[config.mk]
export PLATFORM = sky130hd
export DESIGN_NAME = leb128_encoder
export DESIGN_NICKNAME = d
export VERILOG_FILES = /design/src/rtl/leb128_pkg.sv /design/src/rtl/leb128_last_detect.sv /design/src/rtl/leb128_encoder.sv
export SDC_FILE = /design/constraint.sdc
export NUM_CORES = 1
export LEC_CHECK = 0
export ABC_CLOCK_PERIOD_IN_PS = 3500
export BUFFER_PORTS_ARGS = -buffer_cell sky130_fd_sc_hd__buf_4
export CAP_MARGIN = 15
export CORE_MARGIN = 5
export CORE_UTILIZATION = 54
export DETAILED_ROUTE_END_ITERATION = 16
export PLACE_DENSITY = 0.77
export SLEW_MARGIN = 10
export SYNTH_ARGS = -nofsm -noshare
export SYNTH_HDL_FRONTEND = slang
export SYNTH_HIERARCHICAL = 1
export SYNTH_SLANG_ARGS = --single-unit
[constraint.sdc]
create_clock -name clk -period 3.5 [get_ports clk]
set_input_delay 0.175 -clock clk [delete_from_list [all_inputs] [get_ports clk]]
set_output_delay 0.175 -clock clk [all_outputs]
set_load 0.02 [all_outputs]
[src/rtl/leb128_pkg.sv]
// Shared definitions for the LEB128 encoder: operand type codes, maximum
// encoding lengths, FSM state encoding and the operand capture helper.
package leb128_pkg;

  // Operand type codes (same values as the CPU's type field).
  localparam logic [1:0] TYPE_I32 = 2'd0;
  localparam logic [1:0] TYPE_I64 = 2'd1;
  localparam logic [1:0] TYPE_F32 = 2'd2;
  localparam logic [1:0] TYPE_F64 = 2'd3;

  // Longest legal encodings: ceil(32/7) and ceil(64/7) bytes.
  localparam logic [3:0] LEB128_MAX_I32 = 4'd5;
  localparam logic [3:0] LEB128_MAX_I64 = 4'd10;

  typedef enum logic [1:0] {
    ST_IDLE = 2'd0,
    ST_EMIT = 2'd1,
    ST_ERR  = 2'd2
  } state_t;

  // Widen the request value to 64 bits: i32 is sign- or zero-extended
  // from bit 31 so that the shift register always holds the full value.
  function automatic logic [63:0] capture_value(input logic [63:0] value,
                                                input logic        is_i64,
                                                input logic        is_signed);
    if (is_i64) begin
      return value;
    end
    return {{32{is_signed & value[31]}}, value[31:0]};
  endfunction

endpackage

[src/rtl/leb128_last_detect.sv]
// Combinational final-byte detector for the LEB128 encoder.
// Minimal form: unsigned ends when nothing is left above the 7-bit payload;
// signed ends when the remaining bits, including payload bit 6, are all
// copies of the sign (so the decoder's sign extension restores them).
// Padded form ends only at the maximum byte count.
module leb128_last_detect (
  input  logic [63:0] rem,
  input  logic        is_signed,
  input  logic [3:0]  count,
  input  logic [3:0]  max_len,
  input  logic        pad,
  output logic        last
);

  logic minimal;
  logic at_max;

  // Evaluate the minimal-length end condition and the length cap.
  always_comb begin
    // rem[63:6] all-zero / all-one is the same test as
    // (rem>>>7)==0 && rem[6]==0  /  (rem>>>7)==-1 && rem[6]==1.
    minimal = is_signed ? ((rem[63:6] == '0) || (rem[63:6] == '1))
                        : (rem[63:7] == '0);
    at_max  = (count == max_len);
    last    = pad ? at_max : (minimal || at_max);
  end

endmodule

[src/rtl/leb128_encoder.sv]
// LEB128 encoder: accepts one i32/i64 per transaction and emits its
// SLEB128/ULEB128 bytes one per cycle with valid/ready flow control.
// Float types (and i64 when USE_64B=0) are rejected with an out_error pulse.
// Optional feature macro: LEB128_PAD_EN (in_pad=1 pads to maximum length).
module leb128_encoder
  import leb128_pkg::*;
#(
  parameter int USE_64B = 1
) (
  input  logic        clk,
  input  logic        reset,
  input  logic        in_valid,
  output logic        in_ready,
  input  logic [63:0] in_value,
  input  logic [1:0]  in_type,
  input  logic        in_signed,
  input  logic        in_pad,
  output logic        out_valid,
  input  logic        out_ready,
  output logic [7:0]  out_data,
  output logic        out_last,
  output logic [3:0]  out_count,
  output logic        out_error
);

  localparam bit ALLOW_I64 = (USE_64B != 0);

  state_t      state;
  state_t      state_nxt;
  logic [63:0] rem;
  logic [63:0] rem_shr;
  logic        rem_signed;
  logic [3:0]  count;
  logic [3:0]  max_len;
  logic        pad;
  logic        pad_req;
  logic        last;
  logic        accept;
  logic        req_ok;
  logic        req_is_i64;

`ifdef LEB128_PAD_EN
  assign pad_req = in_pad;
`else
  logic unused_pad;
  assign pad_req    = 1'b0;
  assign unused_pad = in_pad;
`endif

  assign req_is_i64 = (in_type == TYPE_I64);
  assign req_ok     = (in_type == TYPE_I32) || (req_is_i64 && ALLOW_I64);
  assign accept     = in_valid && in_ready;

  // Shift out one 7-bit group; sign fill only for the signed form.
  assign rem_shr = {{7{rem_signed & rem[63]}}, rem[63:7]};

  leb128_last_detect u_last_detect (
    .rem       (rem),
    .is_signed (rem_signed),
    .count     (count),
    .max_len   (max_len),
    .pad       (pad),
    .last      (last)
  );

  // State register.
  always_ff @(posedge clk) begin
    // NOTE: sequential state uses non-blocking assignments so every register
    // samples pre-edge values regardless of block ordering.
    if (reset) begin
      state <= ST_IDLE;
    end else begin
      state <= state_nxt;
    end
  end

  // Next-state logic.
  always_comb begin
    // NOTE: default first so no path leaves state_nxt unassigned (no latch).
    state_nxt = state;
    case (state)
      ST_IDLE: if (accept) state_nxt = req_ok ? ST_EMIT : ST_ERR;
      ST_EMIT: if (out_ready && last) state_nxt = ST_IDLE;
      ST_ERR:  state_nxt = ST_IDLE;
      default: state_nxt = ST_IDLE;
    endcase
  end

  // Operand capture, per-byte shift and byte counter.
  always_ff @(posedge clk) begin
    if (reset) begin
      rem        <= '0;
      rem_signed <= 1'b0;
      count      <= '0;
      max_len    <= '0;
      pad        <= 1'b0;
    end else if (accept && req_ok) begin
      rem        <= capture_value(in_value, req_is_i64, in_signed);
      rem_signed <= in_signed;
      count      <= 4'd1;
      max_len    <= req_is_i64 ? LEB128_MAX_I64 : LEB128_MAX_I32;
      pad        <= pad_req;
    end else if (out_valid && out_ready) begin
      if (last) begin
        count <= '0;
      end else begin
        rem   <= rem_shr;
        count <= count + 4'd1;
      end
    end
  end

  // Handshake and byte outputs; all held while the consumer stalls
  // because rem and count only move on a handshake.
  assign in_ready  = (state == ST_IDLE) && !reset;
  assign out_valid = (state == ST_EMIT);
  assign out_error = (state == ST_ERR);
  assign out_last  = out_valid && last;
  assign out_data  = out_valid ? {~last, rem[6:0]} : 8'h00;
  assign out_count = count;

endmodule

==> results.toml <==
[outcome]
outcome = "completed"

[die]
die_x_um = 93.3
initial_core_util_pct = 55.4
die_area_um2 = 8700
io_pins = 88
die_h_um = 93.3
rows = 30
core_um2 = 6760

[power_and_ir_drop]
p_clk_share_pct = 36.7
pwr-share-comb_pct = 14.4
p_sw_mw = 0.506
switching_share_pct = 27.6
leakagePower_nw = 1.65
seq_power_share_pct = 48.8
peakVddDrop_mv = 0.168
internal-power_mw = 1.33
powerDensity_nw_per_um2 = 410

[sta]
post-route-min-period_ps = 3020
maxSlewViolCount = 0
tightest_slew_ps = 802
setup_violations = 0
fin_tns_setup_ps = 0
fmax_mhz = 331
rsz0062_at_grt = "no"
fin_worst_skew_ps = 8.30
final.period_utilization_pct = 86.3
hold_violations = 0
worst_slew_margin_rel_pct = 46.5

[setup_path]
cp_top_family = "simple AND/OR/NAND/NOR gates"
path_buf_inv = 1
crit_type = "register to register"
crit_fanout = 28
worstSetupEndpointType = "register"
cp_data_required_time_ps = 3760
cpPeakStageDelay_ps = 560
crit_path_cell_trace = "nand4_1, or4_1, nor4_1, a31oi_1, o21ai_1, and4bb_2, a21oi_4, buf_4, nand2_1, a31oi_1"
critPathSlowestCell = "or4_1"
critical_path.startpoint_type = "register"
cp_common_cell = "a31oi_1"
worstPathArrival_ps = 3280

[layout]
final_net_count = 607
final_core_util_pct = 66.2
antennaDiodeCount = 0
drive_gt1_share_pct = 21.7
fin_area_um2 = 4470
area_growth_pct = 19.5

[routing]
wire_per_inst_um = 17.1
vias_per_cell = 6.24
dr_total_vias = 3860
final_antenna_net_count = 0
route.detailed.drc = 0
drtIter0Drc = 244
dr.pass1.iters = 5
drt_wl_total_um = 10600

[synth]
yosys.area.top_type = "dfxtp_1"
yosys_warnings = 6
synth.most_common_cell = "nand2_1"
synth.cell_area_um2 = 3740
syn_avg_cell_area_um2 = 7.91
synth_cell_types = 45
synth_nets = 546
ys.flop_type = "dfxtp_1"
synthTopCellsByCount = "91 x nand2_1, 73 x dfxtp_1, 42 x o21ai_0"
synth_edf_count = 0
ys_ff_latch = 73
synth-async-reset-ratio_pct = 0
synth_top_area_share_pct = 39.0
synthTopCellsByArea = "dfxtp_1 39%, nand2_1 9.1%, o21ai_0 5.6%, and3_1 5.0%, a31oi_1 4.3%"
synthCells = 473
yosysSeqAreaShare_pct = 39.0

[hold_path]
min_path_type = "input pin to register"

[cts]
cts_buffers = 9
htree_levels = 3
clk_path_buf_depth = 2
clkSinkCount = 73
postCtsSetupBuffers = 0
hold_buffers = 0
insertion_delay_ps = 350
path_clk_slew_ps = 80
cts.repair.resized = 0
cts_tree = "yes"
root_buffer = "clkbuf_8"

[global_routing]
grt_max_degree = 74
antenna_found_initial = 0
overflow = 0
track_usage_pct = 24.1
first_global_vias = 3512
grt_first_pass_wirelength_um = 16800

[placed_design]
place_congestion = 0.881
dp_hpwl_um = 7350
portBuffers = 86
placed_cell_area_um2 = 4270

[flow_run]
cap_viol_max_count = 0
[state kept, by name, indices dropped and copies added, names as in the netlist]
signal / flops
state: 2
out_count: 4
max_len: 2
rem: 64
rem_signed: 1
[per-stage QoR]
stage | setup WS (ps) | std cells | hold WS, ps | total power [mW]
CTS | 508 | 619 | 84.0 | 1.84
floorplan | 1070 | 473 | 311 | 1.07
global placement | 577 | 603 | 442 | 1.17
global route | 372 | 619 | 89.3 | 1.90
detailed placement | 533 | 603 | 446 | 1.18
finish | 478 | 619 | 96.5 | 1.84
[cell type report]
cell class                      count  area (um^2)
Tap cell                           80          100
Timing Repair Buffer               92          691
Sequential cell                    73         1460
Fill cell                         592         2280
Multi-Input combinational cell    357         2010
Inverter                            1         3.75
Clock inverter                      6         67.6
Clock buffer                       10          138
[kinds of logic after synthesis]
family | after synthesis | synth area share [%]
fa+ha+maj | 1 | 0.334
flops | 73 | 39.0
other cells | 1 | 0.100
xor+xnor | 4 | 0.936
compound gates | 148 | 24.8
simple gates | 202 | 27.3
buf+inv | 43 | 7.19
mux | 1 | 0.267
[worst reg2reg max path, cell delays in order (launching register included)]
cell and delay (ps):
dfxtp_1 420, nand4_1 120, or4_1 560, nor4_1 360
a31oi_1 170, o21ai_1 170, and4bb_2 380, a21oi_4 170
buf_4 320, nand2_1 100, a31oi_1 180
[cells in the final DEF (no fill, tap or decap), types with 2 or more instances in the layout]
| master | count |
|---|---|
| nand3b_1 | 2 |
| nand2_1 | 91 |
| nand3_1 | 5 |
| nor4_2 | 2 |
| a21oi_4 | 2 |
| dfxtp_1 | 73 |
| o21ai_1 | 6 |
| nor3_1 | 4 |
| a311oi_1 | 15 |
| xnor2_1 | 4 |
| and2_1 | 9 |
| buf_4 | 92 |
| nand4_1 | 19 |
| clkinv_4 | 2 |
| nor2_1 | 15 |
| clkinvlp_4 | 2 |
| a22oi_1 | 21 |
| a211oi_1 | 2 |
| o21ai_0 | 42 |
| nor4_1 | 15 |
| nor2b_1 | 3 |
| a31oi_1 | 26 |
| and3_1 | 30 |
| a21oi_1 | 30 |
| clkbuf_8 | 10 |
[path summary, 6_finish.rpt]
| path | start | to | slack (ps) | cells after the start |
|---|---|---|---|---|
| setup / recovery | rem[63] | rem[33] | 480 | 10 |
| hold / removal | in_signed | rem_signed | 100 | 3 |
| setup reg to reg | rem[63] | rem[33] | 480 | 10 |
| hold reg to reg | rem[5] | rem[5] | 460 | 2 |
[layer usage]
layer	global-route usage, %	routed length (um)
met1	32.0	4470
met2	37.3	4910
met3	5.71	947
met4	10.0	244
met5	0	0
[power by group through the flow]
stage / sequential (mW) / combinational [mW] / clock [mW]
floorplan: 0.903 / 0.168 / 0
global placement: 0.913 / 0.258 / 0
detailed placement: 0.915 / 0.262 / 0
CTS: 0.895 / 0.263 / 0.679
global route: 0.901 / 0.290 / 0.712
finish: 0.896 / 0.265 / 0.674
Note: power is estimated with default switching activity, not from simulation.
